--- src/rtl/mac_pkg.sv ---
// Shared definitions for the MAC datapath: default widths used by the
// multiplier, the accumulation stage and the top-level MAC, plus the
// accumulator FSM state encoding.
package mac_pkg;

  localparam int DATA_WIDTH = 16;
  localparam int OUT_WIDTH  = 32;
  localparam int ACC_WIDTH  = 40;
  localparam int LEN_WIDTH  = 8;

  typedef enum logic [1:0] {
    IDLE  = 2'd0,
    ACCUM = 2'd1,
    HOLD  = 2'd2
  } state_e;

endpackage

--- src/rtl/sat_add.sv ---
// Combinational signed adder that clamps to the representable range of
// WIDTH bits and flags when clamping happened.
module sat_add #(
  parameter int WIDTH = mac_pkg::ACC_WIDTH
) (
  input  logic [WIDTH-1:0] a_i,
  input  logic [WIDTH-1:0] b_i,
  output logic [WIDTH-1:0] sum_o,
  output logic             sat_o
);

  // One guard bit is enough: the sum of two WIDTH-bit values fits in WIDTH+1.
  logic [WIDTH:0] full;

  assign full = {a_i[WIDTH-1], a_i} + {b_i[WIDTH-1], b_i};

  // Overflow shows as disagreement between the guard bit and the sign bit;
  // the guard bit carries the true sign, selecting which rail to clamp to.
  always_comb begin
    sum_o = full[WIDTH-1:0];
    sat_o = 1'b0;
    if (full[WIDTH] != full[WIDTH-1]) begin
      sat_o = 1'b1;
      sum_o = full[WIDTH] ? {1'b1, {(WIDTH-1){1'b0}}} : {1'b0, {(WIDTH-1){1'b1}}};
    end
  end

endmodule

--- src/rtl/mac_accumulator.sv ---
// Accumulation stage behind the Booth multiplier: sums a programmed number
// of signed products into a saturating accumulator and holds the result
// on a valid/ready port until it is taken.
//
// state | meaning
// ------+---------------------------------------------------------------
// IDLE  | waiting for start; result of the previous dot product stays visible
// ACCUM | accepting products, cnt = products still to come
// HOLD  | result presented on acc_valid until acc_ready
module mac_accumulator #(
  parameter int OUT_WIDTH = mac_pkg::OUT_WIDTH,
  parameter int ACC_WIDTH = mac_pkg::ACC_WIDTH,
  parameter int LEN_WIDTH = mac_pkg::LEN_WIDTH
) (
  input  logic                 clk,
  input  logic                 rst,
  input  logic                 start,
  input  logic [LEN_WIDTH-1:0] len,
  input  logic                 prod_valid,
  input  logic [OUT_WIDTH-1:0] prod,
  output logic                 prod_ready,
  output logic                 acc_valid,
  input  logic                 acc_ready,
  output logic [ACC_WIDTH-1:0] acc_out,
  output logic                 sat,
  output logic                 busy
);
  import mac_pkg::*;

  state_e               state_q, state_d;
  logic [LEN_WIDTH-1:0] cnt_q, cnt_d;
  logic [ACC_WIDTH-1:0] acc_q, acc_d;
  logic                 sat_q, sat_d;

  logic signed [OUT_WIDTH-1:0] prod_s;
  logic [ACC_WIDTH-1:0]        prod_ext;
  logic [ACC_WIDTH-1:0]        add_sum;
  logic                        add_sat;

  assign prod_s   = prod;
  assign prod_ext = ACC_WIDTH'(prod_s);

  sat_add #(.WIDTH(ACC_WIDTH)) u_sat_add (
    .a_i   (acc_q),
    .b_i   (prod_ext),
    .sum_o (add_sum),
    .sat_o (add_sat)
  );

  // State, counter and result registers; reset aborts any dot product.
  always_ff @(posedge clk) begin
    if (rst) begin
      state_q <= IDLE;
      cnt_q   <= '0;
      acc_q   <= '0;
      sat_q   <= 1'b0;
    end else begin
      state_q <= state_d;
      cnt_q   <= cnt_d;
      acc_q   <= acc_d;
      sat_q   <= sat_d;
    end
  end

  // Next-state, accumulate and handshake outputs.
  always_comb begin
    state_d    = state_q;
    cnt_d      = cnt_q;
    acc_d      = acc_q;
    sat_d      = sat_q;
    prod_ready = 1'b0;
    acc_valid  = 1'b0;
    case (state_q)
      IDLE: begin
        if (start) begin
          acc_d   = '0;
          sat_d   = 1'b0;
          cnt_d   = len;
          state_d = (len == '0) ? HOLD : ACCUM;
        end
      end
      ACCUM: begin
        prod_ready = 1'b1;
        if (prod_valid) begin
          acc_d = add_sum;
          sat_d = sat_q | add_sat;
          cnt_d = cnt_q - LEN_WIDTH'(1);
          if (cnt_q == LEN_WIDTH'(1)) state_d = HOLD;
        end
      end
      HOLD: begin
        acc_valid = 1'b1;
        if (acc_ready) state_d = IDLE;
      end
      default: state_d = IDLE;
    endcase
  end

  assign busy    = (state_q == ACCUM) || (state_q == HOLD);
  assign acc_out = acc_q;
  assign sat     = sat_q;

endmodule

--- config.mk ---
export PLATFORM = sky130hd
export DESIGN_NAME = mac_accumulator
export DESIGN_NICKNAME = d
export VERILOG_FILES = /design/src/rtl/mac_pkg.sv /design/src/rtl/sat_add.sv /design/src/rtl/mac_accumulator.sv
export SDC_FILE = /design/constraint.sdc
export NUM_CORES = 1
export LEC_CHECK = 0
export BUFFER_PORTS_ARGS = -buffer_cell sky130_fd_sc_hd__buf_2
export CAP_MARGIN = 20
export CORE_MARGIN = 3
export CORE_UTILIZATION = 60
export CTS_CLUSTER_SIZE = 24
export DETAILED_ROUTE_END_ITERATION = 6
export GPL_TIMING_DRIVEN = 0
export PLACE_DENSITY = 0.85
export SLEW_MARGIN = 15
export SYNTH_ARGS = -nofsm -noshare
export SYNTH_HDL_FRONTEND = slang
export SYNTH_HIERARCHICAL = 1
export SYNTH_SLANG_ARGS = --single-unit
--- constraint.sdc ---
create_clock -name clk -period 7.91 [get_ports clk]
set_clock_uncertainty 0.1 [all_clocks]
set_input_delay 1.582 -clock clk [delete_from_list [all_inputs] [get_ports clk]]
set_output_delay 1.582 -clock clk [all_outputs]
set_load 0.02 [all_outputs]
==> reports/results.env, run 1 <==
STATUS='completed'
CRIT_PATH_MAX_INCR_DELAY_PS=520
SYNTHSIMPLEGATEAREAFRAC=0.169
ROUTABILITYCONGESTION=0.956
LARGEST_FAMILY_OF_LOGIC_CELLS_BY_SYNTHESIZED_AREA='compound AO/OA/AOI/OAI gates'
CTS_SINKS=51
PIN_COUNT=89
FIRST_PASS_ITERS=5
GRT-OVFL-TOTAL=0
POST_SYNTH.CELL_AREA_AVG_UM2=8.08
TIMING.RR.END='sat'
INPUT_OUTPUT_BUFFERS=87
GRT_USAGE=0.279
TRITONCTS='done'
CLOCK-ROOT-BUFFER='clkbuf_8'
SYNTH_EDF_COUNT=0
SYNTH.FF_LATCH_COUNT=51
CLK-INSERTION-DELAY-LATE_PS=310
FINAL_LAYOUT_SIZE_SUFFIX_GT1_FRAC=0.227
TOTAL_HALF_PERIMETER_WIRELENGTH_AFTER_LEGALIZATION_AND_DETAILED_PLACEMENT_UM=10600
CTSHOLDBUFFERS=0
SYNTH.NET_COUNT=705
FINAL.SETUP.TNS_PS=0
GRT_START_MAX_NET_PINS=17
MOST_COMMON_CELL_AFTER_LAYOUT_FILL_AND_TAPS_ASIDE='buf_2'
DETAIL_ROUTE.WL_PER_CELL_UM=16.9
FINAL_NET_COUNT=799
ASYNCSETRESETFLOPFRACSYNTH=0
GRT_PASS1_VIAS=4964
CELLLEAKAGEPOWER_nW=2.59
SYNTH_ADDER_AREA_SHARE=0.206
CRITPATHLAUNCHTYPE='input pin'
FINALCRITPERIODSHARE=0.604
FRACTION_OF_THE_MAPPED_NETLIST_AREA_IN_COMPOUND_GATES=0.306
POST_CTS_RESIZE_COUNT=0
YS_SEQ_AREA_FRAC=0.206
FLOORPLAN.ROWS=32
CTS_INSERTED_BUFFERS=5
HOLDPATHSTAGES=2
DESIGN.DIE.AREA_UM2=9400
POST-ROUTE-DRC-COUNT=0
MULTIINPUTGATEAREA_UM2=3670
CP-END-KIND='register'
CP_MAX_FO=10
MIN_PATH_TYPE='reg2reg'
DETAIL_ROUTE.ITER0.VIOLATIONS=377
SYNTH.DISTINCT_CELLS=66
FINAL_CELL_MIX='buf_2 (90), nor2_1 (66), dfxtp_1 (51)'
DRTANTENNAVIOLNETS=0
MAPPEDNETLISTAREA_UM2=4960
FP.DIEW_UM=96.9
VDD.IR_DROP.WORST_uV=124
FINALHOLDVIOLCOUNT=0
TIMING.CRITICAL_PATH.SLOWEST_STAGE_CELL='clkbuf_1'
INITIAL_CORE_UTIL=0.629
POSTPLACECELLAREA_UM2=5530
POST_LAYOUT_POWER_W=0.00128
WHS_PS=408
TIMING.SLEW.HEADROOM=0.436
FINAL-SEQ-AREA_UM2=1020
HOLD-PATH-ENDPOINT='cnt_q[2]'
DIODES=0
SYNTHXORXNORAREAFRAC=0.0582
HTREEDEPTH=2
MAIN_SYNTH_FF_TYPE='dfxtp_1'
TIMING.CRITICAL_PATH.CELLS='buf_2 -> ha_1 -> clkbuf_1 -> nand2_1 -> nor4_1 -> o311a_1 -> o21ai_0 -> a21oi_1 -> a31oi_1 -> xnor2_1 -> clkbuf_1 -> xnor2_1 -> a21oi_1 -> a311oi_1'
SYNTHMUXAREASHARE=0.00202
DIE_HEIGHT_UM=96.9
CP.ARRIVAL_PS=4900
TIMING.RR.START='acc_out[14]'
VIAS_PER_CELL=6.30
NUM-FILL-CELLS=640
GRT_ANTENNA_BEFORE_REPAIR=0
PLACEABLECOREAREA_UM2=7890
MAX_CLOCK_FREQ_MHz=209
HOLD_PATH.STARTPOINT='cnt_q[2]'
GRT_PASS1_WL_UM=22700
LAYOUT.CELL_AREA.NON_FILLER_UM2=5640
WORST-R2R-SETUP-SLACK_PS=4140
SETUP_VIOL=0
LAYOUT-AREA-OVERHEAD-VS-SYNTH_PCT=13.6
CRIT_REQUIRED_PS=8040
MAX-CAP-VIOLATIONS=0
SYNTH.YOSYS.WARNINGS=6
CLKSLEWWORSTSETUPHOLDPATHS_PS=110
TIMING_WORST_SLEW_PIN_VALUE_PS=840
PATH_CLASS='in2reg'
TOTALWIRELENGTH_UM=13700
WORST_R2R_PATH_DEPTH=13
PERIOD_MINUS_SLACK_PS=4780
DETAILROUTE.VIA_COUNT=5107
SYN-INSTANCE-COUNT=614
CTS.REPAIR_TIMING.SETUP_BUFFER_COUNT=0
FINAL_CORE_DENSITY=0.715
RSZ_0062_RAISED_AFTER_GLOBAL_ROUTING='false'
SLEW_VIOLATIONS=0
PWR_DENSITY_CELL_nW_PER_UM2=227
CTS.PATH.MAX_BUFFERS=2
cell families after synthesis:
family | Yosys count
AOI/OAI and AO/OA | 214
xor gates and xnor gates | 33
adders and majority gates | 85
buffers and inverters | 56
DFF | 51
muxes | 1
and+or+nand+nor | 174
worst max-delay path, delay by kind of cell:
kind            cells  cell delay, ps
compound gates      6            1170
xor+xnor            2             510
fa+ha+maj           1             250
buf+inv             3             870
simple gates        2             520
synth_stat cells, types with 8 or more instances:
| library cell | count | share of area |
|---|---|---|
| nor2b_1 | 8 | 0.010 |
| xor2_1 | 9 | 0.016 |
| clkbuf_1 | 29 | 0.022 |
| nor3_1 | 10 | 0.010 |
| a22oi_1 | 40 | 0.061 |
| nand3_1 | 11 | 0.011 |
| ha_1 | 45 | 0.11 |
| xnor2_1 | 24 | 0.042 |
| maj3_2 | 38 | 0.086 |
| o21ai_0 | 31 | 0.031 |
| inv_1 | 16 | 0.012 |
| dfxtp_1 | 51 | 0.21 |
| nor2_1 | 66 | 0.050 |
| a21oi_1 | 50 | 0.050 |
| a21o_1 | 25 | 0.038 |
| nand2_1 | 37 | 0.028 |
power by group:
group	switching [W]	internal, W	total, W
Combinational	0.000447	0.000298	0.000746
Sequential	0.0000408	0.000298	0.000339
Clock	0.0000984	0.0000945	0.000193
stage by stage:
stage / setup slack, ps / std cells
final: 3130 / 811
after global routing: 2910 / 811
after CTS: 3160 / 811
after detailed placement: 2850 / 803
after global placement: 2870 / 803
after floorplan: 3310 / 614
how the worst max path moves through the flow:
| stage | endpoint | from | cells after the start | slack, ps |
|---|---|---|---|---|
| global route | sat | prod[14] | 14 | 2910 |
| CTS | sat | prod[14] | 14 | 3160 |
| global placement | sat | prod[14] | 14 | 2870 |
| finish | sat | prod[14] | 14 | 3130 |
| detailed placement | sat | prod[14] | 14 | 2850 |
| floorplan | acc_out[1] | prod[15] | 13 | 3310 |
final cells by class:
type                    instances  share of cell area
plain buffers                  39              0.0360
well taps                     102              0.0226
clock inverters                 3             0.00777
multi-input cells             507               0.652
repair buffers                 87              0.0772
flip-flops and latches         51               0.181
inverters                      17              0.0113
clock buffers                   5              0.0122
registers in the layout (all words and copies together) (netlist names):
name,count
acc_out,40
cnt_q,8
state_q,2
sat,1
per-layer routing:
layer | wire length [µm] | up-vias | share of wire | global-route usage
met4 | 280 | 0 | 0.020 | 0.0940
met2 | 6500 | 206 | 0.48 | 0.479
met5 | 0 | - | 0 | 0
met3 | 815 | 31 | 0.060 | 0.0346
li1 | - | 2471 | - | -
met1 | 6080 | 2399 | 0.44 | 0.360
Power figures use the tool's default switching activity.
==> run 2: changes to the inputs <==
--- a/config.mk
+++ b/config.mk
@@ -8,11 +8,11 @@
 export BUFFER_PORTS_ARGS = -buffer_cell sky130_fd_sc_hd__buf_2
 export CAP_MARGIN = 20
 export CORE_MARGIN = 3
-export CORE_UTILIZATION = 60
+export CORE_UTILIZATION = 58
 export CTS_CLUSTER_SIZE = 24
 export DETAILED_ROUTE_END_ITERATION = 6
 export GPL_TIMING_DRIVEN = 0
-export PLACE_DENSITY = 0.85
+export PLACE_DENSITY = 0.82
 export SLEW_MARGIN = 15
 export SYNTH_ARGS = -nofsm -noshare
 export SYNTH_HDL_FRONTEND = slang
==> constraint.sdc (replaced) <==
create_clock -name clk -period 4.89 [get_ports clk]
set_clock_uncertainty 0.1 [all_clocks]
set_input_delay 0.978 -clock clk [delete_from_list [all_inputs] [get_ports clk]]
set_output_delay 0.978 -clock clk [all_outputs]
set_load 0.02 [all_outputs]
==> reports/results.env, run 2 (synthesis gave the netlist of run 1 again) <==
STATUS='completed'  # unchanged
CP_MAX_FO=10  # unchanged
HTREEDEPTH=2  # unchanged
POST_CTS_RESIZE_COUNT=0  # unchanged
SETUP_VIOL=0  # unchanged
NUM-FILL-CELLS=705  # was 640
GRT_USAGE=0.276  # was 0.279
CRIT_PATH_MAX_INCR_DELAY_PS=520  # about the same
TIMING_WORST_SLEW_PIN_VALUE_PS=823  # was 840 ps
GRT_START_MAX_NET_PINS=16  # was 17
MAX_CLOCK_FREQ_MHz=228
TRITONCTS='done'  # unchanged
MULTIINPUTGATEAREA_UM2=3670  # unchanged
CP-END-KIND='register'  # unchanged
FINAL_NET_COUNT=799  # unchanged
CTS.PATH.MAX_BUFFERS=2  # unchanged
PERIOD_MINUS_SLACK_PS=4390
FINALHOLDVIOLCOUNT=0  # unchanged
CRIT_REQUIRED_PS=5010  # was 8040 ps
FLOORPLAN.ROWS=33  # was 32
DIODES=0  # unchanged
INPUT_OUTPUT_BUFFERS=87  # unchanged
GRT_ANTENNA_BEFORE_REPAIR=0  # unchanged
DESIGN.DIE.AREA_UM2=9700  # was 9400 µm²
PIN_COUNT=89  # unchanged
TIMING.SLEW.HEADROOM=0.447  # was 0.436
MAX-CAP-VIOLATIONS=0  # unchanged
FINALCRITPERIODSHARE=0.898
PLACEABLECOREAREA_UM2=8260  # was 7890 µm²
RSZ_0062_RAISED_AFTER_GLOBAL_ROUTING='false'  # unchanged
MIN_PATH_TYPE='reg2reg'  # unchanged
SLEW_VIOLATIONS=0  # unchanged
POST-ROUTE-DRC-COUNT=0  # unchanged
TOTALWIRELENGTH_UM=13500  # was 13700 µm
CTS.REPAIR_TIMING.SETUP_BUFFER_COUNT=0  # unchanged
TIMING.CRITICAL_PATH.CELLS='buf_2 -> ha_1 -> clkbuf_1 -> nand2_1 -> nor4_1 -> o311a_1 -> o21ai_0 -> a21oi_1 -> a31oi_1 -> xnor2_1 -> clkbuf_1 -> xnor2_1 -> a21oi_1 -> a311oi_1'  # unchanged
CTS_SINKS=51  # unchanged
DETAIL_ROUTE.ITER0.VIOLATIONS=251  # was 377
FP.DIEW_UM=98.5  # was 96.9 µm
CTS_INSERTED_BUFFERS=5  # unchanged
GRT_PASS1_VIAS=4986  # was 4964
MOST_COMMON_CELL_AFTER_LAYOUT_FILL_AND_TAPS_ASIDE='buf_2'  # unchanged
POST_LAYOUT_POWER_W=0.00202  # was 0.00128 W
CRITPATHLAUNCHTYPE='input pin'  # unchanged
CLK-INSERTION-DELAY-LATE_PS=310  # about the same
FINAL-SEQ-AREA_UM2=1020  # unchanged
LARGEST_REGISTER_FF_COUNT=40  # unchanged
CTSHOLDBUFFERS=0  # unchanged
GRT-OVFL-TOTAL=0  # unchanged
DETAILROUTE.VIA_COUNT=5073  # was 5107
CLKSLEWWORSTSETUPHOLDPATHS_PS=100  # was 110 ps
DIE_HEIGHT_UM=98.5  # was 96.9 µm
DRTANTENNAVIOLNETS=0  # unchanged
GRT_PASS1_WL_UM=22800  # was 22700 µm
INITIAL_CORE_UTIL=0.601  # was 0.629
VDD.IR_DROP.WORST_uV=148  # was 124 µV
CLOCK-ROOT-BUFFER='clkbuf_8'  # unchanged
PWR_DENSITY_CELL_nW_PER_UM2=358  # was 227 nW/µm²
ROUTABILITYCONGESTION=0.937  # was 0.956
DETAIL_ROUTE.WL_PER_CELL_UM=16.5  # was 16.9 µm
TOTAL_HALF_PERIMETER_WIRELENGTH_AFTER_LEGALIZATION_AND_DETAILED_PLACEMENT_UM=10300  # was 10600 µm
TIMING.CRITICAL_PATH.SLOWEST_STAGE_CELL='clkbuf_1'  # unchanged
CP.ARRIVAL_PS=4510  # was 4900 ps
FINAL.SETUP.TNS_PS=0  # unchanged
LAYOUT-AREA-OVERHEAD-VS-SYNTH_PCT=13.5  # was 13.6%
PATH_CLASS='in2reg'  # unchanged
FINAL_CELL_MIX='buf_2 (90), nor2_1 (66), dfxtp_1 (51)'  # unchanged
FIRST_PASS_ITERS=5  # unchanged
FINAL_LAYOUT_SIZE_SUFFIX_GT1_FRAC=0.227  # unchanged
VIAS_PER_CELL=6.23  # was 6.30
CELLLEAKAGEPOWER_nW=2.59  # about the same
[run 2: cell count changes in the layout (fill, tap and decap cells not counted)]
| cell | change |
|---|---|
| clkinv_4 | -1 |
| bufinv_16 | -1 |
| clkinvlp_4 | +1 |
| clkbuf_8 | +2 |
| clkinv_2 | -1 |
[run 2: power breakdown]
group | internal [W] | switching, W
registers | 0.000482 | 0.0000635
logic | 0.000483 | 0.000709
clock network | 0.000129 | 0.000149
total | 0.00109 | 0.000922
[run 2: final timing paths]
| kind | from | end | slack, ps | cells past startpoint |
|---|---|---|---|---|
| hold reg to reg | sat | sat | 410 | 2 |
| setup reg to reg | acc_out[14] | sat | 910 | 13 |
| hold / removal | sat | sat | 410 | 2 |
| setup / recovery | prod[14] | sat | 500 | 14 |
[run 2: final cells by class]
class	count	share of cell area
Timing Repair Buffer	87	0.0773
Multi-Input combinational cell	507	0.652
Sequential cell	51	0.181
Clock inverter	1	0.00133
Buffer	39	0.0360
Tap cell	105	0.0233
Clock buffer	7	0.0171
Inverter	17	0.0113
[run 2: layer usage]
layer | share of wire | global-route usage | vias to the layer above
met5 | 0 | 0 | -
met4 | 0.018 | 0.0935 | 0
met3 | 0.066 | 0.0347 | 27
met2 | 0.48 | 0.476 | 192
met1 | 0.44 | 0.357 | 2379
li1 | - | - | 2475
[run 2: through the flow]
stage | instances | hold WS (ps) | worst slack [ps] | cell area, µm² | utilization
after floorplan | 614 | 364 | 898 | 4960 | -
after global routing | 814 | 431 | 288 | 5630 | 0.682
final | 814 | 412 | 501 | 5630 | 0.682
after detailed placement | 806 | 394 | 301 | 5530 | 0.670
after global placement | 806 | 386 | 381 | 5530 | 0.670
after CTS | 814 | 410 | 631 | 5630 | 0.682
[run 2: critical path, delay by kind of cell]
family,cells,cell delay [ps]
buf+inv,3,900
compound gates,6,1290
xor+xnor,2,560
fa+ha+maj,1,250
simple gates,2,530
